### src/rtl/fifo_rd_arbiter.sv
// Read-side scheduler: drains NCH first-word-fall-through FIFOs into one registered
// valid/ready stream, round-robin between channels with at most BURST pops per grant.
module fifo_rd_arbiter #(
    parameter int NCH   = 4,
    parameter int DSIZE = 8,
    parameter int BURST = 4
) (
    input  logic                     rclk,
    input  logic                     rrst_n,
    input  logic [NCH-1:0]           rempty,
    input  logic [NCH*DSIZE-1:0]     rdata,
    input  logic [NCH-1:0]           ch_en,
    output logic [NCH-1:0]           rinc,
    output logic                     out_valid,
    output logic [DSIZE-1:0]         out_data,
    output logic [$clog2(NCH)-1:0]   out_ch,
    input  logic                     out_ready,
    output logic                     busy
);
    localparam int CW   = $clog2(NCH);
    localparam int CW1  = CW + 1;
    localparam int CNTW = $clog2(BURST + 1);

    localparam logic [0:0] IDLE  = 1'b0;
    localparam logic [0:0] GRANT = 1'b1;

    logic [0:0]      state;
    logic [CW-1:0]   rr_ptr;
    logic [CW-1:0]   grant;
    logic [CW-1:0]   grant_nxt;
    logic [CW-1:0]   grant_inc;
    logic [CNTW-1:0] cnt;
    logic [NCH-1:0]  elig;
    logic            any_elig;
    logic            cur_elig;
    logic            pop;
    logic            last_beat;
    logic [CW1-1:0]  cand;
    logic [DSIZE-1:0] rdata_ch [NCH];

    assign elig      = ch_en & ~rempty;
    assign cur_elig  = elig[grant];
    assign pop       = (state == GRANT) & cur_elig & (~out_valid | out_ready);
    assign last_beat = (cnt == CNTW'(BURST - 1));
    assign grant_inc = (grant == CW'(NCH - 1)) ? '0 : grant + CW'(1);
    assign busy      = (state == GRANT);

    always_comb begin
        for (int i = 0; i < NCH; i++) begin
            rdata_ch[i] = rdata[i*DSIZE +: DSIZE];
        end
    end

    // First eligible channel at or after rr_ptr; the wrap is a subtract so NCH need not be 2^k.
    always_comb begin
        any_elig  = 1'b0;
        grant_nxt = '0;
        cand      = '0;
        for (int k = 0; k < NCH; k++) begin
            cand = {1'b0, rr_ptr} + CW1'(k);
            if (cand >= CW1'(NCH)) begin
                cand = cand - CW1'(NCH);
            end
            if (!any_elig && elig[cand[CW-1:0]]) begin
                any_elig  = 1'b1;
                grant_nxt = cand[CW-1:0];
            end
        end
    end

    always_comb begin
        rinc = '0;
        if (pop) begin
            rinc[grant] = 1'b1;
        end
    end

    always_ff @(posedge rclk or negedge rrst_n) begin
        if (!rrst_n) begin
            state  <= IDLE;
            rr_ptr <= '0;
            grant  <= '0;
            cnt    <= '0;
        end else begin
            case (state)
                IDLE: begin
                    if (any_elig) begin
                        grant <= grant_nxt;
                        cnt   <= '0;
                        state <= GRANT;
                    end
                end
                GRANT: begin
                    if (pop) begin
                        cnt <= cnt + CNTW'(1);
                        if (last_beat) begin
                            state  <= IDLE;
                            rr_ptr <= grant_inc;
                        end
                    end else if (!cur_elig) begin
                        state  <= IDLE;
                        rr_ptr <= grant_inc;
                    end
                end
                default: state <= IDLE;
            endcase
        end
    end

    // Output register: a pop overwrites the slot only when it is empty or being accepted.
    always_ff @(posedge rclk or negedge rrst_n) begin
        if (!rrst_n) begin
            out_valid <= 1'b0;
            out_data  <= '0;
            out_ch    <= '0;
        end else if (pop) begin
            out_valid <= 1'b1;
            out_data  <= rdata_ch[grant];
            out_ch    <= grant;
        end else if (out_valid && out_ready) begin
            out_valid <= 1'b0;
        end
    end

endmodule

### config.mk
export PLATFORM = sky130hd
export DESIGN_NAME = fifo_rd_arbiter
export DESIGN_NICKNAME = d
export VERILOG_FILES = /design/src/rtl/fifo_rd_arbiter.sv
export SDC_FILE = /design/constraint.sdc
export NUM_CORES = 1
export LEC_CHECK = 0
export BUFFER_PORTS_ARGS = -buffer_cell sky130_fd_sc_hd__buf_4
export CORE_MARGIN = 10
export CORE_UTILIZATION = 47
export CTS_BUF_LIST = sky130_fd_sc_hd__clkbuf_2 sky130_fd_sc_hd__clkbuf_4 sky130_fd_sc_hd__clkbuf_8
export DETAILED_ROUTE_END_ITERATION = 8
export GPL_ROUTABILITY_DRIVEN = 1
export GPL_TIMING_DRIVEN = 0
export PLACE_DENSITY = 0.82
export SLEW_MARGIN = 10
export SYNTH_ARGS = -nofsm -noshare
export SYNTH_HDL_FRONTEND = slang
export SYNTH_SLANG_ARGS = --single-unit
### constraint.sdc
create_clock -name rclk -period 2.4 [get_ports rclk]
set_clock_uncertainty 0.15 [all_clocks]
set_input_delay 0.12 -clock rclk [delete_from_list [all_inputs] [get_ports rclk]]
set_output_delay 0.12 -clock rclk [all_outputs]
set_load 0.02 [all_outputs]
==> out/qor_table.md <==
| Quantity | Reported |
| --- | --- |
| Global placement routability congestion | 0.835 |
| Row count | 18 |
| Footprint of the multi-input gates | 668 um2 |
| Yosys Warn Count | 0 |
| Core Region | 2430 um2 |
| Die boundary width | 70.1 um |
| Maximum operating frequency | 0.436 GHz |
| Total grt overflow | 0 |
| Layout cell share with drive strength beyond 1 | 53.8% |
| Crit-path max FO | 10 |
| Met3 routed wirelength | 258 um |
| Number of placed I/O pins | 59 |
| Number of optimization iterations in the first detailed-route pass | 4 |
| Least-Margin Pin Slew | 706 ps |
| Hold Path Sink | out_valid |
| Portion of total power attributed to combinational logic | 58.6% |
| Die ar. | 4920 um2 |
| Clock tree from TritonCTS | done |
| Status | finished, violations left |
| Buffer depth of the longest clock path | 2 |
| Endpoint type of the worst setup path | output pin |
| Crit path kind | reg -> out |
| Leakage power summed over all cells | 0.838 nW |
| Port Buffers | 58 |
| Min-delay worst type | in -> reg |
| Placed Instance Area | 1650 um2 |
| Slew Viols, Final | 0 |
| Final setup slack of the worst path | 104 ps |
| Setup Viol. Count Final | 0 |
| Worst R2R Path Depth | 3 |
| GRT Resource Usage Total | 13.5% |
| Initial standard-cell utilization of the core | 48.6% |
| FF-to-FF End | out_data[7] |
| Final WL | 3310 um |
| Detail Route Antenna Nets | 0 |
| Post-synthesis sequential element count | 19 |
| Die height | 70.1 um |
| Hold path start | out_ready |
| Startpoint Class | flop |
| VDD IR-drop max | 0.612 mV |
| Netlist cell types | 26 |
| Filler Cell Count | 188 |
| Count of endpoints failing hold in the final timing report | 1 |
| Global-route wire length before repair | 5550 um |
| Tcrit/Tclk final | 95.7% |
| Sw Ratio | 40.0% |
| Antenna cell count | 0 |
| WL met1 | 1410 um |
| Number of maximum-capacitance violations | 0 |
| Syn_nets | 143 |
| Total number of nets in the final design | 210 |
| Residual DRC | 0 |
| Length of routed met2 wiring | 1630 um |
| Largest net degree at the start of global routing | 20 |
| Switch Pwr | 0.722 mW |
| Setup slack of the worst register-to-register path | 280 ps |
| Total half-perimeter wirelength after legalization and detailed placement | 2730 um |
| Routed via count divided by cell count | 5.41 |
| Storage element area | 477 um2 |
| Clock tree root buffer cell | sky130_fd_sc_hd__clkbuf_4 |
| Longest individual stage delay on the worst path | 580 ps |
| Clock Power Share | 8.8% |
| Placed cell count | 182 |
| Clock sinks | 19 |
| Final standard cell count with taps included and fillers excluded | 190 |
| Sequential element share of the synthesized area | 40.3% |
| Required time of the critical path | 2130 ps |
| Cell area after synthesis | 1180 um2 |
| Worst relative slew slack | 52.9% |
| Worst-path cell chain | inv_2 > mux4_2 > nor2_8 > buf_6 > and2_1 > buf_4 |
| Clock period minus worst slack | 2300 ps |
| Power Dens Cells | 1050 nW/um2 |
| Post-synthesis to final-layout area growth | 45.2% |
| Clock latency reported for the late side of the worst-skew pair | 290 ps |
| Relative contribution of sequential cells to total power | 32.6% |
| Vias in the first global route | 1103 |
| Launch point of the worst reg-to-reg path | grant[0] |
| Violations in the final reports | hold timing |
| Number of antenna violations at the first check in global routing | 0 |
| Per-instance average area after synthesis | 12.6 um2 |
| Worst hold margin | -8.63 ps |
| Synthesized netlist cell count | 94 |
| Iter 0 DRT Violations | 53 |
| TritonCTS buffer count | 3 |
| Slowest CP cell | sky130_fd_sc_hd__mux4_2 |
| Count of vias placed by the detailed router | 1027 |
| Pre-CTS setup slack | 187 ps |
| Register clock-pin slew on the reported worst setup and hold paths | 110 ps |
| CTS H-tree lvls | 1 |
| Post-route standard cell area excluding fillers | 1720 um2 |
| Critical Path AT | 2030 ps |
| Highest layer used for signal routing | met4 |
| Hold Path Stages | 3 |
| Average detailed-routed wire length per instance | 17.4 um |
| Design internal power | 1.09 mW |
layout make-up:
type	instances	area share, %
well taps	30	2.19
inverters	5	1.09
clock inverters	1	0.292
repair buffers	62	27.3
multi-input cells	67	38.9
plain buffers	3	1.09
clock buffers	3	1.31
flip-flops and latches	19	27.8
synthesized netlist by cell type:
cell / n / area, um2
sky130_fd_sc_hd__dfrtp_1: 19 / 475
sky130_fd_sc_hd__mux4_2: 9 / 203
sky130_fd_sc_hd__mux2_2: 8 / 90.1
sky130_fd_sc_hd__nand2_1: 7 / 26.3
sky130_fd_sc_hd__ha_1: 6 / 75.1
sky130_fd_sc_hd__nand2b_1: 6 / 37.5
sky130_fd_sc_hd__and2_1: 5 / 31.3
sky130_fd_sc_hd__mux2_1: 5 / 56.3
sky130_fd_sc_hd__inv_1: 4 / 15.0
sky130_fd_sc_hd__nor2_1: 4 / 15.0
sky130_fd_sc_hd__mux2i_1: 3 / 30.0
sky130_fd_sc_hd__a21oi_1: 2 / 10.0
sky130_fd_sc_hd__nor3_1: 2 / 10.0
sky130_fd_sc_hd__o21ai_1: 2 / 10.0
sky130_fd_sc_hd__a41o_1: 1 / 10.0
sky130_fd_sc_hd__and3b_1: 1 / 8.76
sky130_fd_sc_hd__buf_1: 1 / 3.75
sky130_fd_sc_hd__buf_6: 1 / 11.3
sky130_fd_sc_hd__clkbuf_1: 1 / 3.75
sky130_fd_sc_hd__inv_2: 1 / 3.75
sky130_fd_sc_hd__nor2_8: 1 / 20.0
sky130_fd_sc_hd__nor2b_1: 1 / 6.26
sky130_fd_sc_hd__o21a_1: 1 / 7.51
sky130_fd_sc_hd__o21ai_0: 1 / 5.00
sky130_fd_sc_hd__o31ai_1: 1 / 7.51
sky130_fd_sc_hd__o41ai_1: 1 / 8.76
power groups by stage:
stage	Sequential, mW	Clock [mW]	Combinational, mW
5_1_grt	0.614	0.182	1.16
2_1_floorplan	0.698	0	0.564
3_5_place_dp	0.597	0	1.03
3_3_place_gp	0.584	0	1.01
4_1_cts	0.592	0.163	1.04
6_report	0.590	0.159	1.06
per-layer routing:
metal  track usage [%]  vias up
met5                 0        -
met4              2.63        0
met3              4.24        2
met2              22.7       50
met1              16.5      505
li1                  -      470
sequential cells by signal, summed over array words and instances, names as in the netlist:
name / flops
out_data: 8
cnt: 3
grant: 2
out_ch: 2
rr_ptr: 2
busy: 1
out_valid: 1
repair_timing:
action	in CTS	in global routing
gates resized for setup	1	0
hold buffers	1	0
buffers inserted	0	3
pin swaps	1	1
endpoints found under the hold margin	19	0
endpoints found under the setup margin	4	4
worst max path at each step:
stage | slack (ps) | start | to | cells after the start
6_report | 100 | grant[0] | rinc[3] | 6
2_1_floorplan | 410 | grant[0] | out_ch[1] | 5
3_5_place_dp | 190 | grant[0] | out_data[7] | 3
5_1_grt | -3 | grant[0] | rinc[3] | 6
4_1_cts | 10 | grant[0] | rinc[3] | 6
3_3_place_gp | 200 | grant[0] | out_data[0] | 3
placed cells by master, fill, tap and decap left out, types with 4 or more instances in the layout:
cell type | netlist | routed
sky130_fd_sc_hd__mux4_2 | 9 | 9
sky130_fd_sc_hd__nand2_1 | 7 | 7
sky130_fd_sc_hd__buf_4 | 0 | 61
sky130_fd_sc_hd__mux2_2 | 8 | 8
sky130_fd_sc_hd__nand2b_1 | 6 | 6
sky130_fd_sc_hd__ha_1 | 6 | 6
sky130_fd_sc_hd__inv_1 | 4 | 4
sky130_fd_sc_hd__dfrtp_1 | 19 | 18
sky130_fd_sc_hd__nor2_1 | 4 | 4
sky130_fd_sc_hd__mux2_1 | 5 | 5
sky130_fd_sc_hd__and2_1 | 5 | 5
cells by family (layout without fill, tap and decap cells):
group	count (synthesis)	after routing	synth area share, %
buffers and inverters	8	74	3.18
muxes	25	25	32.1
DFF	19	19	40.3
adders and majority gates	6	6	6.36
and+or+nand+nor	27	27	13.1
AOI/OAI and AO/OA	9	9	4.98
metrics by stage:
step	total power [mW]	setup TNS [ps]	utilization (%)	hold slack, ps
floorplan	1.26	0	-	-326
global placement	1.60	0	68.0	-144
detailed placement	1.63	0	68.0	-142
CTS	1.79	0	69.6	0.409
global route	1.95	-2.87	70.5	12.1
finish	1.81	0	70.5	-8.63
worst max-delay path, delay by kind of cell (launching register included):
family | cells | cell delay (ps)
buffers and inverters | 3 | 400
DFF | 1 | 450
muxes | 1 | 580
and+or+nand+nor | 2 | 300
(Power assumes the default switching activity.)
